**src/rtl/snitch_regfile_wb_pkg.sv**
```systemverilog
// Shared types for the register-file write-back arbiter: request struct, word count, one-hot decode.
package snitch_regfile_wb_pkg;

  localparam int unsigned DATA_WIDTH = 32;
  localparam int unsigned ADDR_WIDTH = 5;
  localparam int unsigned NumWords   = 2**ADDR_WIDTH;

  typedef struct packed {
    logic [ADDR_WIDTH-1:0] addr;
    logic [DATA_WIDTH-1:0] data;
  } wb_req_t;

  function automatic logic [NumWords-1:0] onehot_addr(input logic [ADDR_WIDTH-1:0] addr);
    logic [NumWords-1:0] oh;
    oh       = '0;
    oh[addr] = 1'b1;
    return oh;
  endfunction

endpackage

```
**src/rtl/snitch_wb_rr_arb.sv**
```systemverilog
// Write-back grant selection: one-hot grant plus index, combinational, no back-pressure.
// SNITCH_WB_ARB_RR_EN selects round-robin (pointer advances past each winner); otherwise lowest index wins.
module snitch_wb_rr_arb #(
  parameter int unsigned NR_SOURCES = 3,
  parameter int unsigned IDX_WIDTH  = (NR_SOURCES > 1) ? $clog2(NR_SOURCES) : 1
) (
`ifdef SNITCH_WB_ARB_RR_EN
  input  logic                  clk_i,
  input  logic                  rst_ni,
`endif
  input  logic [NR_SOURCES-1:0] valid_i,
  output logic [NR_SOURCES-1:0] gnt_o,
  output logic [IDX_WIDTH-1:0]  idx_o
);

  if (NR_SOURCES == 1) begin : gen_single
    assign gnt_o = valid_i;
    assign idx_o = '0;
  end else begin : gen_multi
`ifdef SNITCH_WB_ARB_RR_EN
    logic [IDX_WIDTH-1:0] ptr_q;

    // Scan starting at the pointer, wrapping once around the sources.
    always_comb begin
      int unsigned j;
      logic        found;
      gnt_o = '0;
      idx_o = '0;
      found = 1'b0;
      j     = 0;
      for (int unsigned i = 0; i < NR_SOURCES; i++) begin
        j = 32'(ptr_q) + i;
        if (j >= NR_SOURCES) j = j - NR_SOURCES;
        if (!found && valid_i[IDX_WIDTH'(j)]) begin
          gnt_o[IDX_WIDTH'(j)] = 1'b1;
          idx_o                = IDX_WIDTH'(j);
          found                = 1'b1;
        end
      end
    end

    always_ff @(posedge clk_i or negedge rst_ni) begin
      if (!rst_ni) begin
        ptr_q <= '0;
      end else if (|valid_i) begin
        ptr_q <= (idx_o == IDX_WIDTH'(NR_SOURCES - 1)) ? '0 : idx_o + 1'b1;
      end
    end
`else
    always_comb begin
      logic found;
      gnt_o = '0;
      idx_o = '0;
      found = 1'b0;
      for (int unsigned i = 0; i < NR_SOURCES; i++) begin
        if (!found && valid_i[IDX_WIDTH'(i)]) begin
          gnt_o[IDX_WIDTH'(i)] = 1'b1;
          idx_o                = IDX_WIDTH'(i);
          found                = 1'b1;
        end
      end
    end
`endif
  end

endmodule

```
**src/rtl/snitch_regfile_wb_arbiter.sv**
```systemverilog
// Register-file write front end: arbitrated write port registered (handshake N -> we_o N+1), busy scoreboard.
// Producers are never back-pressured beyond losing arbitration; SNITCH_WB_ARB_RR_EN enables round-robin.
module snitch_regfile_wb_arbiter #(
  parameter int unsigned DATA_WIDTH    = snitch_regfile_wb_pkg::DATA_WIDTH,
  parameter int unsigned ADDR_WIDTH    = snitch_regfile_wb_pkg::ADDR_WIDTH,
  parameter int unsigned NR_SOURCES    = 3,
  parameter bit          ZERO_REG_ZERO = 1'b1
) (
  input  logic                                  clk_i,
  input  logic                                  rst_ni,
  input  logic [NR_SOURCES-1:0]                 src_valid_i,
  output logic [NR_SOURCES-1:0]                 src_ready_o,
  input  logic [NR_SOURCES-1:0][ADDR_WIDTH-1:0] src_addr_i,
  input  logic [NR_SOURCES-1:0][DATA_WIDTH-1:0] src_data_i,
  input  logic                                  rsv_valid_i,
  input  logic [ADDR_WIDTH-1:0]                 rsv_addr_i,
  output logic [2**ADDR_WIDTH-1:0]              busy_o,
  output logic                                  we_o,
  output logic [ADDR_WIDTH-1:0]                 waddr_o,
  output logic [DATA_WIDTH-1:0]                 wdata_o
);

  import snitch_regfile_wb_pkg::*;

  localparam int unsigned IdxWidth = (NR_SOURCES > 1) ? $clog2(NR_SOURCES) : 1;

  logic [NR_SOURCES-1:0] gnt;
  logic [IdxWidth-1:0]   gnt_idx;
  logic                  hs;
  logic                  wr_en;
  wb_req_t               req;
  wb_req_t               out_q;
  logic                  we_q;
  logic [NumWords-1:0]   busy_q;
  logic [NumWords-1:0]   busy_d;

  snitch_wb_rr_arb #(
    .NR_SOURCES(NR_SOURCES),
    .IDX_WIDTH (IdxWidth)
  ) i_arb (
`ifdef SNITCH_WB_ARB_RR_EN
    .clk_i  (clk_i),
    .rst_ni (rst_ni),
`endif
    .valid_i(src_valid_i),
    .gnt_o  (gnt),
    .idx_o  (gnt_idx)
  );

  assign src_ready_o = gnt;
  assign hs          = |gnt;
  assign req.addr    = src_addr_i[gnt_idx];
  assign req.data    = src_data_i[gnt_idx];
  // Writes to the hardwired zero register are consumed but never reach the port.
  assign wr_en       = hs && !(ZERO_REG_ZERO && (req.addr == '0));

  always_ff @(posedge clk_i or negedge rst_ni) begin
    if (!rst_ni) begin
      we_q  <= 1'b0;
      out_q <= '0;
    end else begin
      we_q <= wr_en;
      if (wr_en) out_q <= req;
    end
  end

  // Reservation applied after the commit clear so a same-cycle re-reservation keeps the bit.
  always_comb begin
    busy_d = busy_q;
    if (we_q)        busy_d &= ~onehot_addr(out_q.addr);
    if (rsv_valid_i) busy_d |= onehot_addr(rsv_addr_i);
    if (ZERO_REG_ZERO) busy_d[0] = 1'b0;
  end

  always_ff @(posedge clk_i or negedge rst_ni) begin
    if (!rst_ni) busy_q <= '0;
    else         busy_q <= busy_d;
  end

  assign busy_o  = busy_q;
  assign we_o    = we_q;
  assign waddr_o = out_q.addr;
  assign wdata_o = out_q.data;

  for (genvar i = 0; i < NR_SOURCES; i++) begin : gen_hold_checks
    assert property (@(posedge clk_i) disable iff (!rst_ni)
      (src_valid_i[i] && !src_ready_o[i]) |=>
        (src_valid_i[i] && $stable(src_addr_i[i]) && $stable(src_data_i[i])));
  end

endmodule

```
**config.mk**
```make
export PLATFORM = sky130hd
export DESIGN_NAME = snitch_regfile_wb_arbiter
export DESIGN_NICKNAME = d
export VERILOG_FILES = /design/src/rtl/snitch_regfile_wb_pkg.sv /design/src/rtl/snitch_wb_rr_arb.sv /design/src/rtl/snitch_regfile_wb_arbiter.sv
export SDC_FILE = /design/constraint.sdc
export NUM_CORES = 1
export LEC_CHECK = 0
export ABC_AREA = 1
export CORE_ASPECT_RATIO = 0.7
export CORE_MARGIN = 2
export CORE_UTILIZATION = 39
export DETAILED_ROUTE_END_ITERATION = 7
export PLACE_DENSITY = 0.81
export SLEW_MARGIN = 20
export SYNTH_ARGS = -nofsm -noshare
export SYNTH_HDL_FRONTEND = slang
export SYNTH_SLANG_ARGS = --single-unit
```
**constraint.sdc**
```tcl
create_clock -name clk_i -period 1.13 [get_ports clk_i]
set_input_delay 0.113 -clock clk_i [delete_from_list [all_inputs] [get_ports clk_i]]
set_output_delay 0.113 -clock clk_i [all_outputs]
set_load 0.01 [all_outputs]
```
==> impl_metrics.tcl <==
set metrics [dict create \
    die_x_um 118 \
    synth_area_leaders "dfrtp_1, nand2_1, nand3_1" \
    crit_arrival_ns 1.50 \
    placed_cell_area_um2 5840 \
    cts_htree_levels 3 \
    clock-sinks 69 \
    gp_congestion 0.910 \
    power.total_mw 11.3 \
    finalHoldViolCount 0 \
    yosysWarnings 0 \
    clkLatencyLatePin_ns 0.33 \
    overflow 0 \
    worst_setup_path_start_kind "input pin" \
    grt_use_total 0.294 \
    clk_path_buf_depth 2 \
    path_class "in -> reg" \
    die_area_um2 9950 \
    required_ns 1.35 \
    layout_commonest_cell "nand2_1" \
    antenna_found_initial 2 \
    core-area_um2 9000 \
    cellLeakagePower_nw 3.42 \
    drc 0 \
    drt_first_iter_violations 373 \
    maxCapViolCount 0 \
    area_growth_pct 105 \
    final_cell_mix "nand2_1, clkdlybuf4s50_1, dfrtp_1" \
    ys_ff_latch 69 \
    drive_gt1_frac 0.323 \
    final_util 0.812 \
    vdd_drop_max_mv 1.04 \
    num_rows 29 \
    cts_tree "done" \
    fmax_mhz 780 \
    ios 195 \
    vias 4915 \
    fin_crit_ns 1.28 \
    cts_buffers 9 \
    die_h_um 84.1 \
    grt_start_max_net_pins 48 \
    post_drt_via_cell_ratio 5.58 \
    wire_per_inst_um 19.4 \
    fin_hold_ws_ns 0.306 \
    grt_pass1_wl_um 23100 \
    finalMaxSlewViolations 0 \
    power.density_nw_per_um2 1550 \
    yosys.area.top_type "dfrtp_1" \
    r2r_cells 5 \
    r2r-end "busy_o[14]$_DFF_PN0_" \
    clk_pin_slew_ns 0.06 \
    finalInstanceArea_um2 7310 \
    dp.cells 810 \
    end_kind "register" \
    syn_inst 482 \
    hp-class "in -> async" \
    rsz0062_at_grt "yes" \
    root_buffer "clkbuf_16" \
    layout.filler_cells 570 \
    start_util 0.397 \
    dp_hpwl_um 10300 \
    r2r_slack_ns -0.11 \
    violations "setup timing" \
    critPathMaxFanout 7 \
    synth_top_cell_area_share 0.483 \
    fin_crit_sh 1.13 \
    stdcell_count 881 \
    layout_setup_ws_ns -0.152 \
    worst_clock_skew_ns 0.00592 \
    ys_types 18 \
    syn-num-nets 604 \
    setup_viol 61 \
    grt_pass1_vias 4689 \
    syn_avg_cell_area_um2 7.41 \
    final_nets 872 \
    synth-seq-area-share 0.483 \
    port_buffers 193 \
    routed_wl_um 17100 \
    syn_area_um2 3570 \
    reg2reg_from "waddr_o[0]$_DFFE_PN0P_" \
    drt_first_pass_iters 7 \
    final_antenna_net_count 0 \
    status "complete, but fails checks" \
]
## kinds of logic after synthesis
kind of cell           after synthesis  share of synthesized area
and+or+nand+nor                    266                      0.308
AOI/OAI and AO/OA                   95                      0.145
DFF                                 69                      0.483
buffers and inverters               51                     0.0630
other                                1                    0.00105
## critical path, stage by stage
cell and delay [ns]:
buf_12 0.11, nor2_4 0.13, nand2_4 0.12, buf_6 0.15
nand3_2 0.10, nand2_4 0.08, nand3_2 0.10, o21bai_4 0.10
buf_12 0.14, buf_8 0.12, buf_8 0.13, nand2_2 0.06
nand2_2 0.05
## per-layer routing
metal	vias up	GRT usage	share of wire
met5	-	0	0
met4	0	0.102	0.044
met3	82	0.0710	0.082
met2	310	0.528	0.51
met1	2364	0.344	0.36
li1	2159	-	-
## Yosys cell counts
library cell,n
buf_1,2
nand2_2,2
clkbuf_1,13
nand2_1,158
dfrtp_1,69
a31oi_1,32
nor2_2,2
or2_1,1
buf_4,3
buf_2,6
nor2_1,33
inv_2,2
inv_1,23
o21bai_1,1
buf_6,2
o21ai_0,62
conb_1,1
nand3_1,70
## stage by stage
stage | setup TNS (ns) | setup WS, ns
final | -3.69 | -0.152
after global routing | -6.86 | -0.209
after CTS | -1.28 | -0.0793
after detailed placement | -36.42 | -0.893
after global placement | -34.51 | -0.868
after floorplan | -2.54 | -0.0957
## power breakdown
| group | switching [mW] | internal [mW] | leakage [nW] |
|---|---|---|---|
| Combinational | 2.23 | 2.38 | 2.46 |
| Clock | 1.07 | 1.83 | 0.148 |
| Sequential | 0.603 | 3.22 | 0.805 |
| Total | 3.90 | 7.43 | 3.42 |
## worst max path at each step
stage,startpoint,end,slack (ns),cells past startpoint
2_1_floorplan,src_valid_i[1],waddr_o[3]$_DFFE_PN0P_,-0.1,10
4_1_cts,src_valid_i[0],wdata_o[8]$_DFFE_PN0P_,-0.08,12
3_3_place_gp,src_valid_i[0],wdata_o[6]$_DFFE_PN0P_,-0.87,11
3_5_place_dp,src_valid_i[0],wdata_o[6]$_DFFE_PN0P_,-0.89,11
6_report,src_valid_i[1],wdata_o[8]$_DFFE_PN0P_,-0.15,13
5_1_grt,src_valid_i[1],wdata_o[2]$_DFFE_PN0P_,-0.21,13
## state kept, by name, indices dropped and copies added (netlist names)
register  flops
busy_o       31
wdata_o      32
waddr_o       5
we_o          1
## layout make-up
cell class / count / area (um^2) / share of cell area
diodes: 2 / 5.00 / 0.000685
clock buffers: 11 / 253 / 0.0346
clock inverters: 5 / 58.8 / 0.00805
inverters: 25 / 116 / 0.0159
multi-input cells: 362 / 2200 / 0.301
flip-flops and latches: 69 / 1730 / 0.237
well taps: 124 / 155 / 0.0212
repair buffers: 283 / 2790 / 0.381
## what timing repair did
| item | CTS | global route |
|---|---|---|
| resized for setup | 230 | 207 |
| hold endpoints to repair | 69 | 0 |
| pin swaps | 33 | 56 |
| gates cloned | 5 | 0 |
| buffers inserted | 31 | 24 |
| hold buffers | 1 | 0 |
| endpoints found under the setup margin | 139 | 102 |
(Power assumes the default switching activity.)
